==> config.mk <==
export PLATFORM = sky130hd
export DESIGN_NAME = uart_tx_buf
export DESIGN_NICKNAME = d
export VERILOG_FILES = /design/src/rtl/uart_tx_buf_pkg.sv /design/src/rtl/uart_tx_buf_sync_fifo.sv /design/src/rtl/uart_tx_buf.sv
export SDC_FILE = /design/constraint.sdc
export NUM_CORES = 1
export LEC_CHECK = 0
export CAP_MARGIN = 25
export CORE_MARGIN = 10
export CORE_UTILIZATION = 53
export DETAILED_ROUTE_END_ITERATION = 8
export GPL_ROUTABILITY_DRIVEN = 0
export HOLD_SLACK_MARGIN = 0.06
export PLACE_DENSITY = 0.83
export SYNTH_ARGS = -nofsm -noshare
export SYNTH_HDL_FRONTEND = slang
export SYNTH_SLANG_ARGS = --single-unit
export TNS_END_PERCENT = 20
==> constraint.sdc <==
create_clock -name clk -period 2.45 [get_ports clk]
set_input_delay 0.49 -clock clk [delete_from_list [all_inputs] [get_ports clk]]
set_output_delay 0.49 -clock clk [all_outputs]
set_load 0.05 [all_outputs]
==> src/rtl/uart_tx_buf_pkg.sv <==
// Shared UART definitions: frame-state encoding, parity mode constants and a
// constant-evaluable ceil(log2) used to size counters and FIFO pointers.
package uart_tx_buf_pkg;

  typedef enum logic [2:0] {
    S_IDLE,
    S_START,
    S_DATA,
    S_PARITY,
    S_STOP
  } tx_state_e;

  localparam logic PAR_EVEN = 1'b0;
  localparam logic PAR_ODD  = 1'b1;

  function automatic int clog2(input int v);
    int r;
    r = 0;
    for (int i = 0; i < 31; i++)
      if ((1 << i) < v) r = i + 1;
    return r;
  endfunction

endpackage

==> src/rtl/uart_tx_buf_sync_fifo.sv <==
// Synchronous FIFO, distributed-RAM storage with combinational read port.
// Pointers wrap naturally; count carries one extra bit so full is representable.
module uart_tx_buf_sync_fifo
  import uart_tx_buf_pkg::*;
#(
  parameter  int WIDTH = 8,
  parameter  int DEPTH = 16,
  localparam int AW    = clog2(DEPTH)
) (
  input  logic             clk,
  input  logic             rst_n,
  input  logic             wr_en,
  input  logic [WIDTH-1:0] din,
  output logic             full,
  input  logic             rd_en,
  output logic [WIDTH-1:0] dout,
  output logic             empty,
  output logic [AW:0]      count
);

  logic [WIDTH-1:0] mem [DEPTH];
  logic [AW-1:0]    wr_ptr, rd_ptr;
  logic             wr_ok, rd_ok;

  assign full  = (count == (AW+1)'(DEPTH));
  assign empty = (count == '0);
  assign wr_ok = wr_en && !full;
  assign rd_ok = rd_en && !empty;
  assign dout  = mem[rd_ptr];

  always_ff @(posedge clk)
    if (wr_ok) mem[wr_ptr] <= din;

  always_ff @(posedge clk or negedge rst_n) begin
    if (!rst_n) begin
      wr_ptr <= '0;
      rd_ptr <= '0;
      count  <= '0;
    end else begin
      if (wr_ok) wr_ptr <= wr_ptr + AW'(1);
      if (rd_ok) rd_ptr <= rd_ptr + AW'(1);
      case ({wr_ok, rd_ok})
        2'b10:   count <= count + (AW+1)'(1);
        2'b01:   count <= count - (AW+1)'(1);
        default: count <= count;
      endcase
    end
  end

endmodule

==> src/rtl/uart_tx_buf.sv <==
// FIFO-buffered TX-only UART: ready/valid byte input, configurable frame,
// bit timing from a shared oversampled ck_en strobe, IOB-registered tx_pin.
module uart_tx_buf
  import uart_tx_buf_pkg::*;
#(
  parameter  int DATA_BITS  = 8,
  parameter  int OVERSAMPLE = 16,
  parameter  int FIFO_DEPTH = 16,
  parameter  int PARITY_EN  = 0,
  parameter  int PARITY_ODD = 0,
  parameter  int STOP_BITS  = 1,
  localparam int CW         = clog2(FIFO_DEPTH) + 1
) (
  input  logic                 clk,
  input  logic                 rst_n,
  input  logic                 ck_en,
  input  logic                 data_en,
  input  logic [DATA_BITS-1:0] data_tx,
  output logic                 data_rdy,
  output logic                 overflow,
  output logic [CW-1:0]        fifo_cnt,
  output logic                 busy,
  output logic                 tx_pin
);

  localparam int PW = (clog2(OVERSAMPLE) < 1) ? 1 : clog2(OVERSAMPLE);
  localparam int BW = (clog2(DATA_BITS) < 1) ? 1 : clog2(DATA_BITS);
  localparam logic PMODE = (PARITY_ODD != 0) ? PAR_ODD : PAR_EVEN;

  tx_state_e            state;
  logic [DATA_BITS-1:0] shreg;
  logic                 par;
  logic [PW-1:0]        phase;
  logic [BW-1:0]        bit_cnt;
  logic                 tx_loc;

  logic                 fifo_full, fifo_empty, pop, bit_end, last_stop;
  logic [DATA_BITS-1:0] fifo_dout;

  uart_tx_buf_sync_fifo #(
    .WIDTH (DATA_BITS),
    .DEPTH (FIFO_DEPTH)
  ) u_fifo (
    .clk   (clk),
    .rst_n (rst_n),
    .wr_en (data_en),
    .din   (data_tx),
    .full  (fifo_full),
    .rd_en (pop),
    .dout  (fifo_dout),
    .empty (fifo_empty),
    .count (fifo_cnt)
  );

  // Ready comes from the registered count: a write racing a pop while full is lost.
  assign data_rdy  = !fifo_full;
  assign busy      = (state != S_IDLE) || !fifo_empty;
  assign bit_end   = ck_en && (phase == PW'(OVERSAMPLE - 1));
  assign last_stop = (state == S_STOP) && bit_end && (bit_cnt == BW'(STOP_BITS - 1));
  assign pop       = !fifo_empty && ((state == S_IDLE) || last_stop);

  always_ff @(posedge clk or negedge rst_n) begin
    if (!rst_n) begin
      state    <= S_IDLE;
      shreg    <= '0;
      par      <= 1'b0;
      phase    <= '0;
      bit_cnt  <= '0;
      tx_loc   <= 1'b1;
      tx_pin   <= 1'b1;
      overflow <= 1'b0;
    end else begin
      tx_pin   <= tx_loc;
      overflow <= data_en && fifo_full;
      if (state != S_IDLE && ck_en)
        phase <= bit_end ? '0 : phase + PW'(1);
      case (state)
        S_IDLE: ;
        S_START:
          if (bit_end) begin
            state  <= S_DATA;
            tx_loc <= shreg[0];
          end
        S_DATA:
          if (bit_end) begin
            if (bit_cnt == BW'(DATA_BITS - 1)) begin
              bit_cnt <= '0;
              if (PARITY_EN != 0) begin
                state  <= S_PARITY;
                tx_loc <= par;
              end else begin
                state  <= S_STOP;
                tx_loc <= 1'b1;
              end
            end else begin
              bit_cnt <= bit_cnt + BW'(1);
              shreg   <= shreg >> 1;
              tx_loc  <= shreg[1];
            end
          end
        S_PARITY:
          if (bit_end) begin
            state  <= S_STOP;
            tx_loc <= 1'b1;
          end
        S_STOP:
          if (bit_end) begin
            if (bit_cnt == BW'(STOP_BITS - 1)) begin
              bit_cnt <= '0;
              state   <= S_IDLE;
            end else begin
              bit_cnt <= bit_cnt + BW'(1);
            end
          end
        default: state <= S_IDLE;
      endcase
      // Load overrides the above, so a stop-end pop chains straight into START.
      if (pop) begin
        shreg   <= fifo_dout;
        par     <= (^fifo_dout) ^ PMODE;
        phase   <= '0;
        bit_cnt <= '0;
        tx_loc  <= 1'b0;
        state   <= S_START;
      end
    end
  end

endmodule

==> results of run 1 <==
## metal layers
metal  up-vias  GRT usage
met1      2016     0.1926
met2       124     0.2680
li1       1766          -
met5         -          0
met4         0    0.05320
met3        16    0.04340
## power groups by stage
stage               combinational [µW]  sequential [µW]  clock, µW
global placement                  3100             3830          0
floorplan                         2420             3810          0
global route                      3670             3880       2860
CTS                               3290             3820       2750
detailed placement                3230             3860          0
finish                            3400             3830       2700
## worst max-delay path, delay by kind of cell (launching register included)
family | cells | cell delay, ps
fa+ha+maj | 1 | 180
flops | 1 | 440
buf+inv | 5 | 620
compound gates | 4 | 630
simple gates | 2 | 420
## final timing paths
check	from	to	cells after the start
min in group asynchronous	rst_n	u_fifo.count[2]	2
setup / recovery	u_fifo.count[3]	u_fifo.count[3]	12
hold reg to reg	tx_loc	tx_pin	0
setup reg to reg	u_fifo.count[3]	u_fifo.count[3]	12
hold / removal	tx_loc	tx_pin	0
max in group asynchronous	rst_n	u_fifo.rd_ptr[0]	2
## state kept, by name (all words and copies together), names as in the netlist
name and count:
tx_pin 1, state 3, shreg 8, bit_cnt 3, u_fifo.count 5, overflow 1, u_fifo.mem 128, u_fifo.wr_ptr 4
u_fifo.rd_ptr 4, phase 4, tx_loc 1
## repair_timing
action,4_1_cts,5_1_grt
pin swaps,1,6
buffers inserted,1,11
resized for setup,5,9
endpoints found under the setup margin,3,4
## per-stage QoR
stage	instance area [µm²]	setup TNS, ps
after floorplan	7041	0
after global placement	7576	-253.7
after detailed placement	7576	-615.1
after CTS	8199	0
after global routing	8307	-111.9
final	8307	0
## area by class of cell
| class | instances | area share |
|---|---|---|
| Sequential cell | 162 | 0.5663 |
| Multi-Input combinational cell | 218 | 0.2580 |
| Timing Repair Buffer | 69 | 0.06959 |
| Clock buffer | 18 | 0.05166 |
| Tap cell | 172 | 0.02591 |
| Clock inverter | 14 | 0.02139 |
| Inverter | 15 | 0.007079 |
## placed cells by master (no fill, tap or decap), drive strengths merged, types with 9 or more instances in the layout
| master | Yosys | layout |
|---|---|---|
| xnor2 | 9 | 9 |
| mux4 | 33 | 33 |
| mux2i | 11 | 11 |
| inv | 15 | 20 |
| clkdlybuf4s50 | 0 | 18 |
| clkbuf | 11 | 19 |
| nand2 | 32 | 32 |
| nor2 | 27 | 27 |
| buf | 10 | 49 |
| mux2 | 9 | 9 |
| o21ai | 16 | 16 |
| nor3 | 9 | 9 |
| dfrtp | 32 | 32 |
| ha | 12 | 12 |
| edfxtp | 128 | 128 |
## kinds of logic after synthesis
group / count (synthesis) / synth area share
flip-flops: 162 / 0.6713
AND/OR/NAND/NOR: 94 / 0.06474
multiplexers: 53 / 0.1472
AO/OA/AOI/OAI: 48 / 0.05132
buffers and inverters: 36 / 0.03022
adder cells (fa/ha/maj): 12 / 0.02146
XOR/XNOR: 11 / 0.01377
==> flow_metrics.py, run 1 <==
metrics = {
    "outcome": {
        "status": "completed",
    },
    "floorplanning": {
        "row_count": 41,
        "die_area_um2": 18200,
        "die_w_um": 134.9,
        "die_y_um": 134.9,
        "core_area_um2": 12770,
        "num_io_pins": 21,
        "initial_core_util": 0.5478,
    },
    "setup_path": {
        "worst_path_largest_cell_delay_ps": 440,
        "critPathMaxFanout": 8,
        "crit_chain": "nor4_4, buf_4, a21boi_4, nand2_2, inv_4, buf_4, ha_4, buf_4, buf_4, a31oi_2, a21oi_1, o31ai_2",
        "timing.critical_path.mode_cell": "buf_4",
        "start_kind": "register",
        "slowest_stage": "dfrtp_2",
        "end_kind": "register",
        "worstSetupPathType": "register to register",
        "critPathArrivalTime_ps": 2710,
        "reg2reg_slack_ps": 60,
        "required_ps": 2770,
    },
    "pwr": {
        "ir_drop_v": 0.0006679,
        "p_total_uw": 9932,
        "clockPowerShare": 0.272,
        "power_density_nw_per_um2": 1196,
        "p_comb_frac": 0.342,
        "leakagePower_uw": 0.003015,
        "swShare": 0.3276,
        "p_sw_uw": 3254,
        "internal_power_uw": 6678,
        "seqPwrFrac": 0.386,
    },
    "drt": {
        "met2_length_mm": 7.238,
        "dr.pass1.iters": 5,
        "final_antenna_net_count": 0,
        "drt_iter0_drc": 334,
        "wl_met1_mm": 5.666,
        "vias": 3922,
        "wl_mm": 13.85,
        "vias_per_cell": 5.871,
        "wl_per_cell_um": 20.73,
        "drcViolationCount": 0,
        "met3WireLength_um": 768,
        "top_layer": "met4",
    },
    "grt": {
        "grt_pass1_vias": 4081,
        "grt-ovfl-total": 0,
        "grt_max_degree": 35,
        "grt_usage": 0.1588,
        "antenna_found_initial": 0,
        "grt_pass1_wl_mm": 22.01,
    },
    "final_layout": {
        "multi_input_area_um2": 2143,
        "num-nets-final": 507,
        "seqCellArea_um2": 4705,
        "drive_gt1_frac": 0.2641,
        "area.growth.synth_to_final_pct": 18.72,
        "instances_no_fill": 668,
        "fin_util": 0.6503,
        "num_antenna_cells": 0,
        "fillCellCount": 816,
    },
    "timing": {
        "max-slew-margin-rel": 0.5781,
        "finalClockSkew_ps": 8.770,
        "worst_slew_pin_slew_ps": 630.9,
        "setup_viol": 0,
        "rsz0062_at_grt": "yes",
        "period_share": 0.9755,
        "drv_slew": 0,
        "hold_viol_final": 0,
        "whs_ps": 366.6,
        "period_needed_ps": 2390,
        "fmax_ghz": 0.4184,
        "setup_ws_ps": 59.95,
    },
    "synth": {
        "synth.area.top_cells": "edfxtp_1, dfrtp_1, mux4_1",
        "synth_area_um2": 6997,
        "synthTopCellsByCount": "edfxtp_1, dfrtp_1, nand2_1, nor2_1, mux4_1",
        "netlist-cell-type-count": 54,
        "seq_area_frac_synth": 0.6713,
        "synth_edf_count": 128,
        "yosysMostFrequentCell": "edfxtp_1",
        "syn_avg_cell_area_um2": 16.82,
        "synthCells": 416,
        "yosys.area.top_type_share": 0.5494,
        "yosys_register_bits": 162,
        "ys.flop_type": "edfxtp_1",
        "async_reset_ff_frac": 0.2099,
        "yosys_warnings": 0,
        "syn_nets": 440,
        "yosysTopAreaCell": "edfxtp_1",
    },
    "worst_hold_path": {
        "hold_path_class": "register to register",
    },
    "placed_design": {
        "port_buffers": 20,
        "post-place-ws_ps": -333.8,
        "place_inst": 624,
        "hpwlAfterDp_mm": 8.417,
    },
    "cts": {
        "root_buffer": "clkbuf_16",
        "cts_tree": "done",
        "clk_pin_slew_ps": 70,
        "cts-htree-levels": 4,
        "clkSinkCount": 162,
        "ctsHoldBuffers": 0,
        "cts_made_buffers": 17,
        "clock_latency_ps": 420,
        "clock_path_buffers": 2,
    },
    "flow_run": {
        "maxCapViolations": 0,
    },
}
(Power assumes the default switching activity.)
==> run 2, diff against run 1 <==
--- a/config.mk
+++ b/config.mk
@@ -8,10 +8,13 @@
 export CAP_MARGIN = 25
 export CORE_MARGIN = 10
 export CORE_UTILIZATION = 53
+export CTS_CLUSTER_SIZE = 28
 export DETAILED_ROUTE_END_ITERATION = 8
 export GPL_ROUTABILITY_DRIVEN = 0
 export HOLD_SLACK_MARGIN = 0.06
 export PLACE_DENSITY = 0.83
+export REMOVE_ABC_BUFFERS = 1
+export SKIP_CTS_REPAIR_TIMING = 1
 export SYNTH_ARGS = -nofsm -noshare
 export SYNTH_HDL_FRONTEND = slang
 export SYNTH_SLANG_ARGS = --single-unit
==> flow_metrics.py, run 2 (synthesized netlist as in run 1, its figures left out) <==
metrics = {
    "grt": {
        "grt_max_degree": 35,
        "grt-ovfl-total": 0,
        "grt_pass1_vias": 3942,
        "grt_pass1_wl_mm": 21.74,
        "antenna_found_initial": 0,
        "grt_usage": 0.1585,
    },
    "pwr": {
        "power_density_nw_per_um2": 1172,
        "seqPwrFrac": 0.395,
        "p_total_uw": 9551,
        "swShare": 0.3307,
        "leakagePower_uw": 0.002946,
        "ir_drop_v": 0.0007573,
        "p_sw_uw": 3159,
        "internal_power_uw": 6392,
        "p_comb_frac": 0.346,
        "clockPowerShare": 0.259,
    },
    "setup_path": {
        "slowest_stage": "dfrtp_1",
        "critPathMaxFanout": 4,
        "critPathArrivalTime_ps": 2700,
        "start_kind": "register",
        "reg2reg_depth": 13,
        "worst_path_largest_cell_delay_ps": 390,
        "end_kind": "register",
        "reg2reg_slack_ps": 40,
        "required_ps": 2740,
        "worstSetupPathType": "register to register",
        "crit_chain": "ha_1, nand4_1, o21ai_2, nand2_1, inv_4, nand2_1, xnor2_1, ha_1, o21ai_1, o21ai_0, a41oi_1, o22ai_1, nand4_1",
        "worstReg2RegStart": "phase[0]",
        "worstReg2RegEnd": "u_fifo.count[4]",
    },
    "floorplanning": {
        "die_y_um": 134.9,
        "num_io_pins": 21,
        "core_area_um2": 12770,
        "die_w_um": 134.9,
        "die_area_um2": 18200,
        "row_count": 41,
        "initial_core_util": 0.5478,
    },
    "final_layout": {
        "largest_reg_flops": 128,
        "final_common_cell": "edfxtp_1",
        "mostFrequentLayoutCells": "edfxtp_1, buf_4, nand2_1",
        "fillCellCount": 847,
        "top_register": "u_fifo.mem",
        "drive_gt1_frac": 0.2247,
        "largestRegisters": "u_fifo.mem x128, shreg x8, u_fifo.count x5",
        "instances_no_fill": 657,
        "area.growth.synth_to_final_pct": 16.51,
        "num_antenna_cells": 0,
        "fin_util": 0.6382,
        "num-nets-final": 496,
    },
    "drt": {
        "drcViolationCount": 0,
        "vias": 3787,
        "wl_per_cell_um": 20.54,
        "vias_per_cell": 5.764,
        "final_antenna_net_count": 0,
        "dr.pass1.iters": 4,
        "wl_mm": 13.50,
        "drt_iter0_drc": 373,
    },
    "timing": {
        "fmax_ghz": 0.4149,
        "max-slew-margin-rel": 0.5076,
        "period_needed_ps": 2410,
        "worst_slew_pin_slew_ps": 738.6,
        "period_share": 0.9838,
        "hold_viol_final": 0,
        "finalClockSkew_ps": 12.67,
        "drv_slew": 0,
        "setup_viol": 0,
        "whs_ps": 365.6,
        "rsz0062_at_grt": "yes",
        "fin_tns_setup_ps": 0,
    },
    "cts": {
        "clock_latency_ps": 430,
        "clock_path_buffers": 2,
        "cts_tree": "done",
        "clk_pin_slew_ps": 60,
        "cts_made_buffers": 17,
        "cts-htree-levels": 4,
        "root_buffer": "clkbuf_16",
        "clkSinkCount": 162,
    },
    "worst_hold_path": {
        "holdCritStartpoint": "tx_loc",
        "hold_path_class": "register to register",
        "hold_depth": 0,
        "whs_endpoint": "tx_pin",
    },
    "placed_design": {
        "port_buffers": 20,
        "hpwlAfterDp_mm": 8.522,
        "place_inst": 625,
    },
    "flow_run": {
        "maxCapViolations": 0,
    },
    "outcome": {
        "status": "completed",
    },
}
## run 2: cell types whose count changed in the layout (fill, tap and decap cells not counted), sizes merged
cell          delta
buf             -11
bufinv           -2
clkbuf           -2
clkinv           +2
dlymetal6s2s     +2
clkinvlp         +1
dlygate4sd2      -1
## run 2: how the worst max path moves through the flow
stage	from	to	slack, ps	cells after the start
final	phase[0]	u_fifo.count[4]	40	13
after global routing	phase[0]	u_fifo.count[4]	-180	13
after CTS	u_fifo.count[2]	busy	-190	4
after detailed placement	ck_en	u_fifo.count[4]	-330	13
after global placement	ck_en	u_fifo.count[4]	-210	13
after floorplan	u_fifo.count[2]	u_fifo.count[4]	-340	12
## run 2: power groups by stage
stage	combinational (µW)	sequential [µW]	clock (µW)
CTS	3320	3770	2510
detailed placement	3300	3810	0
finish	3310	3770	2470
global placement	3140	3780	0
floorplan	1840	4090	0
global route	3580	3820	2650
## run 2: per-layer routing
layer  vias up  global-route usage  part of all wire
li1       1743                   -                 -
met1      1935              0.1966              0.43
met2        91              0.2634              0.51
met3        18             0.04043             0.041
met4         0             0.05562             0.015
met5         -                   0                 0
## run 2: layout make-up
| class | instances | area (µm²) | share of cell area |
|---|---|---|---|
| sequential | 162 | 4698 | 0.5764 |
| multi-input combinational | 218 | 2095 | 0.2569 |
| timing repair buffer | 58 | 528.0 | 0.06477 |
| clock buffer | 17 | 425.4 | 0.05219 |
| tap | 172 | 215.2 | 0.02640 |
| clock inverter | 15 | 131.4 | 0.01612 |
| inverter | 15 | 58.81 | 0.007214 |
## run 2: stage by stage
step	worst slack, ps	cell area [µm²]
final	39.64	8152
after global routing	-182.9	8152
after CTS	-193.7	8140
after detailed placement	-334.7	7584
after global placement	-209.0	7584
after floorplan	-340.9	6844
## run 2: worst max-delay path: cells and delay by family (launching register included)
family,cells,cell delay (ps)
flip-flops,1,390
buffers and inverters,1,80
AND/OR/NAND/NOR,4,460
AO/OA/AOI/OAI,5,820
XOR/XNOR,1,140
adder cells (fa/ha/maj),2,410
==> patch 1, RTL diff (settings of run 2) <==
The output `overflow` loses its register stage (`overflow` becomes a continuous assignment).
--- a/src/rtl/uart_tx_buf.sv
+++ b/src/rtl/uart_tx_buf.sv
@@ -68,10 +68,8 @@
       bit_cnt  <= '0;
       tx_loc   <= 1'b1;
       tx_pin   <= 1'b1;
-      overflow <= 1'b0;
     end else begin
       tx_pin   <= tx_loc;
-      overflow <= data_en && fifo_full;
       if (state != S_IDLE && ck_en)
         phase <= bit_end ? '0 : phase + PW'(1);
       case (state)
@@ -126,5 +124,7 @@
     end
   end
 
+  assign overflow = data_en && fifo_full;
+
 endmodule
 
Check against the original RTL: no difference found for any inputs over 10 cycles, from zero or initial values and one cycle with rst_n low; that may be too few to reach the edited logic, so the function may still have changed.
==> patch 1 against run 2 <==
  * The run now ends with setup timing left
  * Synthesized area decreased by 2.4%
  * Sequential cell count decreased by 1
  * Combinational power decreased by 3%
  * Design area increased by 2.1%
  * Routed wire length increased by 4.9%
  * Power increased by 1.2%
  * Worst setup slack got worse by 0.063 ns
  * Sequential share of layout area decreased by 1.5 points
  * Critical path type unchanged
  * Critical endpoint unchanged
  * Highest routed layer unchanged
==> patch 1: results (changes against run 2) <==
| Metric | Value |
|---|---|
| Slowest cell on crit path | or4_4 (was dfrtp_1) |
| Largest net degree at the start of global routing | 34 (was 35) |
| Post-synthesis sequential area ratio | 0.684 (was 0.671) |
| Total area of sequential cells | 0.00467 mm2 (was 0.00470 mm2) |
| XOR/XNOR Fraction of Synth Area | 0.0141 (was 0.0138) |
| Via count | 3,947 (was 3,787) |
| Wire per inst | 21.0 um (was 20.5 um) |
| LEAKAGE | 0.00299 uW (was 0.00295 uW) |
| Post-Synthesis Cells | 422 (was 416) |
| Synth Area in Compound Gates | 0.0410 (was 0.0513) |
| Rel. slew slack | 0.624 (was 0.508) |
| Mux share of post-synthesis cell area | 0.135 (was 0.147) |
| Peak Freq | 404 MHz (was 415 MHz) |
| Pre-CTS setup slack | -0.444 ns (was -0.335 ns) |
| Final setup margin | -0.0232 ns (was 0.0396 ns) |
| Final wirelength | 14.2 mm (was 13.5 mm) |
| Nets | 514 (was 496) |
| Vias in the first global route | 4,201 (was 3,942) |
| Setup TNS | -0.0321 ns (was 0 ns) |
| Top cells by area, synth | edfxtp_1, dfrtp_1, mux4_2, ha_1, nor2_1 (was edfxtp_1, dfrtp_1, mux4_1, mux4_2, ha_1) |
| Async set-reset flop share out of synthesis | 0.205 (was 0.210) |
| # fillers | 854 (was 847) |
| Skew final | 0.0102 ns (was 0.0127 ns) |
| First-pass GRT wire length | 22.6 mm (was 21.7 mm) |
| Final count of negative-setup-slack endpoints | 3 (was 0) |
| CP arrival | 2.77 ns (was 2.70 ns) |
| Crit path max fanout | 3 (was 4) |
| Clock share of power | 0.282 (was 0.259) |
| Synth top cells by count | edfxtp_1, nor2_1, nand2_1, mux4_2, dfrtp_1 (was edfxtp_1, dfrtp_1, nand2_1, nor2_1, mux4_1) |
| Run status | complete, but fails checks (was finished, final reports clean) |
| GRT Total Usage | 0.164 (was 0.158) |
| GR Layer Usage met2 | 0.287 (was 0.263) |
| Failing checks | setup timing |
| Initial DRC count | 435 (was 373) |
| VDD IR max | 703 uV (was 757 uV) |
patch 1: changes by cell type in the layout (fill, tap and decap cells not counted), sizes merged, moves of 3 or more:
cell     change
bufinv       +3
mux2i        -3
nor2        +11
a2bb2oi      -7
inv          -7
o21ai        -9
buf         +18
nor2b        +3
a31oi        +5
patch 1: cells by family (layout without fill, tap and decap cells):
kind of cell / count (synthesis) / in the layout
DFF: 161 / 161
and+or+nand+nor: 113 / 113
muxes: 50 / 50
AOI/OAI and AO/OA: 40 / 40
buffers and inverters: 35 / 114
adders and majority gates: 12 / 12
xor gates and xnor gates: 11 / 11
patch 1: final timing paths:
| path | from | to | slack (ns) | cells past startpoint |
|---|---|---|---|---|
| max | u_fifo.count[0]$_DFFE_PN0P_ | u_fifo.count[4]$_DFFE_PN0P_ | -0.02 | 12 |
| min reg2reg | tx_loc$_DFFE_PN1P_ | tx_pin$_DFF_PN1_ | 0.37 | 0 |
| min | tx_loc$_DFFE_PN1P_ | tx_pin$_DFF_PN1_ | 0.37 | 0 |
| max reg2reg | u_fifo.count[0]$_DFFE_PN0P_ | u_fifo.count[4]$_DFFE_PN0P_ | -0.02 | 12 |
| min in group asynchronous | rst_n | phase[3]$_DFFE_PN0P_ | 0.47 | 2 |
| max in group asynchronous | rst_n | tx_loc$_DFFE_PN1P_ | 1.65 | 2 |
patch 1: cell type report:
cell class                      instances  share of cell area
Multi-Input combinational cell        226               0.255
Timing Repair Buffer                   73              0.0788
Sequential cell                       161               0.562
Clock inverter                         12              0.0221
Inverter                               11             0.00526
Tap cell                              172              0.0259
Clock buffer                           18              0.0516
patch 1: per-layer routing:
layer	up-vias	wire (um)
met4	0	257
li1	1764	-
met5	-	0
met3	25	881
met2	131	7640
met1	2027	5380
==> patch 2, RTL diff (config.mk and constraints of run 2) <==
Without the edit above. Set the parameter `FIFO_DEPTH` to 8 (it was 16).
--- a/src/rtl/uart_tx_buf.sv
+++ b/src/rtl/uart_tx_buf.sv
@@ -5,7 +5,7 @@
 #(
   parameter  int DATA_BITS  = 8,
   parameter  int OVERSAMPLE = 16,
-  parameter  int FIFO_DEPTH = 16,
+  parameter  int FIFO_DEPTH = 8,
   parameter  int PARITY_EN  = 0,
   parameter  int PARITY_ODD = 0,
   parameter  int STOP_BITS  = 1,
Ports: changed (resized fifo_cnt); port bits go from 21 to 20. The function was not compared with the original's and may differ.
==> patch 2 against run 2 <==
  * First-iteration DRC count shrank 76%
  * Synthesized area fell by 42%
  * Design area down 42%
  * Sequential cell count is 67 lower
  * Worst setup slack gained 0.11 ns
  * Hold slack gained 0.0077 ns
  * Power fell by 47%
  * Routed wire length is 48% lower
  * Critical path type unchanged
==> patch 2: results (changes against run 2) <==
| Metric | Value |
|---|---|
| Cell variety after synth | 46 (was 54) |
| Worst-skew pair later-pin latency | 0.36 ns (was 0.43 ns) |
| GRT Total Usage | 0.131 (was 0.158) |
| I/O Buffers | 19 (was 20) |
| Async set-reset flop share out of synthesis | 0.326 (was 0.210) |
| Run status | finished, final reports clean (unchanged) |
| CP arrival | 2.59 ns (was 2.70 ns) |
| Layout cell share with drive strength beyond 1 | 0.234 (was 0.225) |
| CTS buffer count | 9 (was 17) |
| Post-synthesis sequential area ratio | 0.661 (was 0.671) |
| Post-Synthesis Cells | 263 (was 416) |
| Final wirelength | 7.02 mm (was 13.5 mm) |
| Top cells by area, synth | edfxtp_1, dfrtp_1, mux4_2, mux2i_1, ha_1 (was edfxtp_1, dfrtp_1, mux4_1, mux4_2, ha_1) |
| VDD IR max | 614 uV (was 757 uV) |
| Vias in the first global route | 2,343 (was 3,942) |
| Placed cells | 392 (was 625) |
| Wire per inst | 17.2 um (was 20.5 um) |
| Via count | 2,221 (was 3,787) |
| First-pass GRT wire length | 11.8 mm (was 21.7 mm) |
| Skew final | 0.0123 ns (was 0.0127 ns) |
| Synth top cells by count | edfxtp_1, dfrtp_1, nor2_1, mux4_2, mux2i_1 (was edfxtp_1, dfrtp_1, nand2_1, nor2_1, mux4_1) |
| Crit path max fanout | 5 (was 4) |
| Largest regs | u_fifo.mem x64, shreg x8 (was u_fifo.mem x128, shreg x8, u_fifo.count x5) |
| Worst Reg2Reg Path Length in Cells | 8 (was 13) |
| CTS root buf | clkbuf_8 (was clkbuf_16) |
| Worst reg2reg path endpoint | u_fifo.count[3]$_DFFE_PN0P_ (was u_fifo.count[4]$_DFFE_PN0P_) |
| Nets | 326 (was 496) |
| Crit-path max cell delay | 0.56 ns (was 0.39 ns) |
| # H-tree levels | 3 (was 4) |
| Largest net degree at the start of global routing | 32 (was 35) |
| Worst Hold Path Cells | 0 (unchanged) |
| Slowest cell on crit path | or4b_4 (was dfrtp_1) |
| Pre-CTS setup slack | -0.203 ns (was -0.335 ns) |
| Worst reg2reg setup slack | 0.15 ns (was 0.04 ns) |
-- patch 2: cell count changes after synthesis, sizes merged, moves of 4 or more --
cell / delta
o221ai: +4
o211ai: -6
nor2: -8
clkbuf: -7
mux2: -6
mux4: -17
o21ai: -13
mux2i: +4
nand2: -17
edfxtp: -64
a2bb2oi: -7
-- patch 2: per-layer routing --
layer | vias to the layer above | wire length, um | track usage | part of all wire
met2 | 33 | 3470 | 0.212 | 0.49
met4 | 0 | 105 | 0.0410 | 0.015
li1 | 1069 | - | - | -
met3 | 11 | 276 | 0.0419 | 0.039
met1 | 1108 | 3160 | 0.164 | 0.45
met5 | - | 0 | 0 | 0
-- patch 2: power groups by stage --
stage | clock [uW] | sequential (uW) | combinational (uW)
global placement | 0 | 2380 | 1630
global route | 1110 | 2420 | 1830
floorplan | 0 | 2540 | 952
finish | 1010 | 2370 | 1650
detailed placement | 0 | 2400 | 1670
CTS | 1040 | 2370 | 1670
-- patch 2: metrics by stage --
step,hold WS (ns),utilization,area (um2)
floorplan,0.194,-,4010
global placement,0.360,0.611,4510
detailed placement,0.363,0.611,4510
CTS,0.375,0.637,4700
global route,0.382,0.640,4710
finish,0.373,0.640,4710
-- patch 2: cell families after synthesis --
family,synth area share
AND/OR/NAND/NOR,0.0821
flip-flops,0.661
AO/OA/AOI/OAI,0.0469
adder cells (fa/ha/maj),0.0325
multiplexers,0.133
XOR/XNOR,0.0150
buffers and inverters,0.0288
-- patch 2: critical path, delay by kind of cell (launching register included) --
kind                       cells  cell delay, ns
xor gates and xnor gates       1            0.13
DFF                            1            0.46
and+or+nand+nor                2            0.68
muxes                          1            0.22
AOI/OAI and AO/OA              2            0.33
adders and majority gates      2            0.41
-- patch 2: worst max-delay path by stage --
stage / start / slack, ns / end / cells after the start
CTS: u_fifo.count[1]$_DFFE_PN0P_ / -0.17 / busy / 4
global route: u_fifo.count[1]$_DFFE_PN0P_ / 0.02 / u_fifo.count[3]$_DFFE_PN0P_ / 8
detailed placement: ck_en / -0.20 / u_fifo.count[3]$_DFFE_PN0P_ / 11
floorplan: u_fifo.count[0]$_DFFE_PN0P_ / -0.49 / u_fifo.count[3]$_DFFE_PN0P_ / 8
global placement: ck_en / -0.15 / u_fifo.count[3]$_DFFE_PN0P_ / 11
finish: u_fifo.count[1]$_DFFE_PN0P_ / 0.15 / u_fifo.count[3]$_DFFE_PN0P_ / 8
-- patch 2: layout make-up --
cell class | count | area (um2)
timing repair buffer | 43 | 370
sequential | 95 | 2700
fill | 539 | 2660
clock inverter | 6 | 67.6
inverter | 13 | 48.8
tap | 99 | 124
multi-input combinational | 142 | 1280
clock buffer | 9 | 124
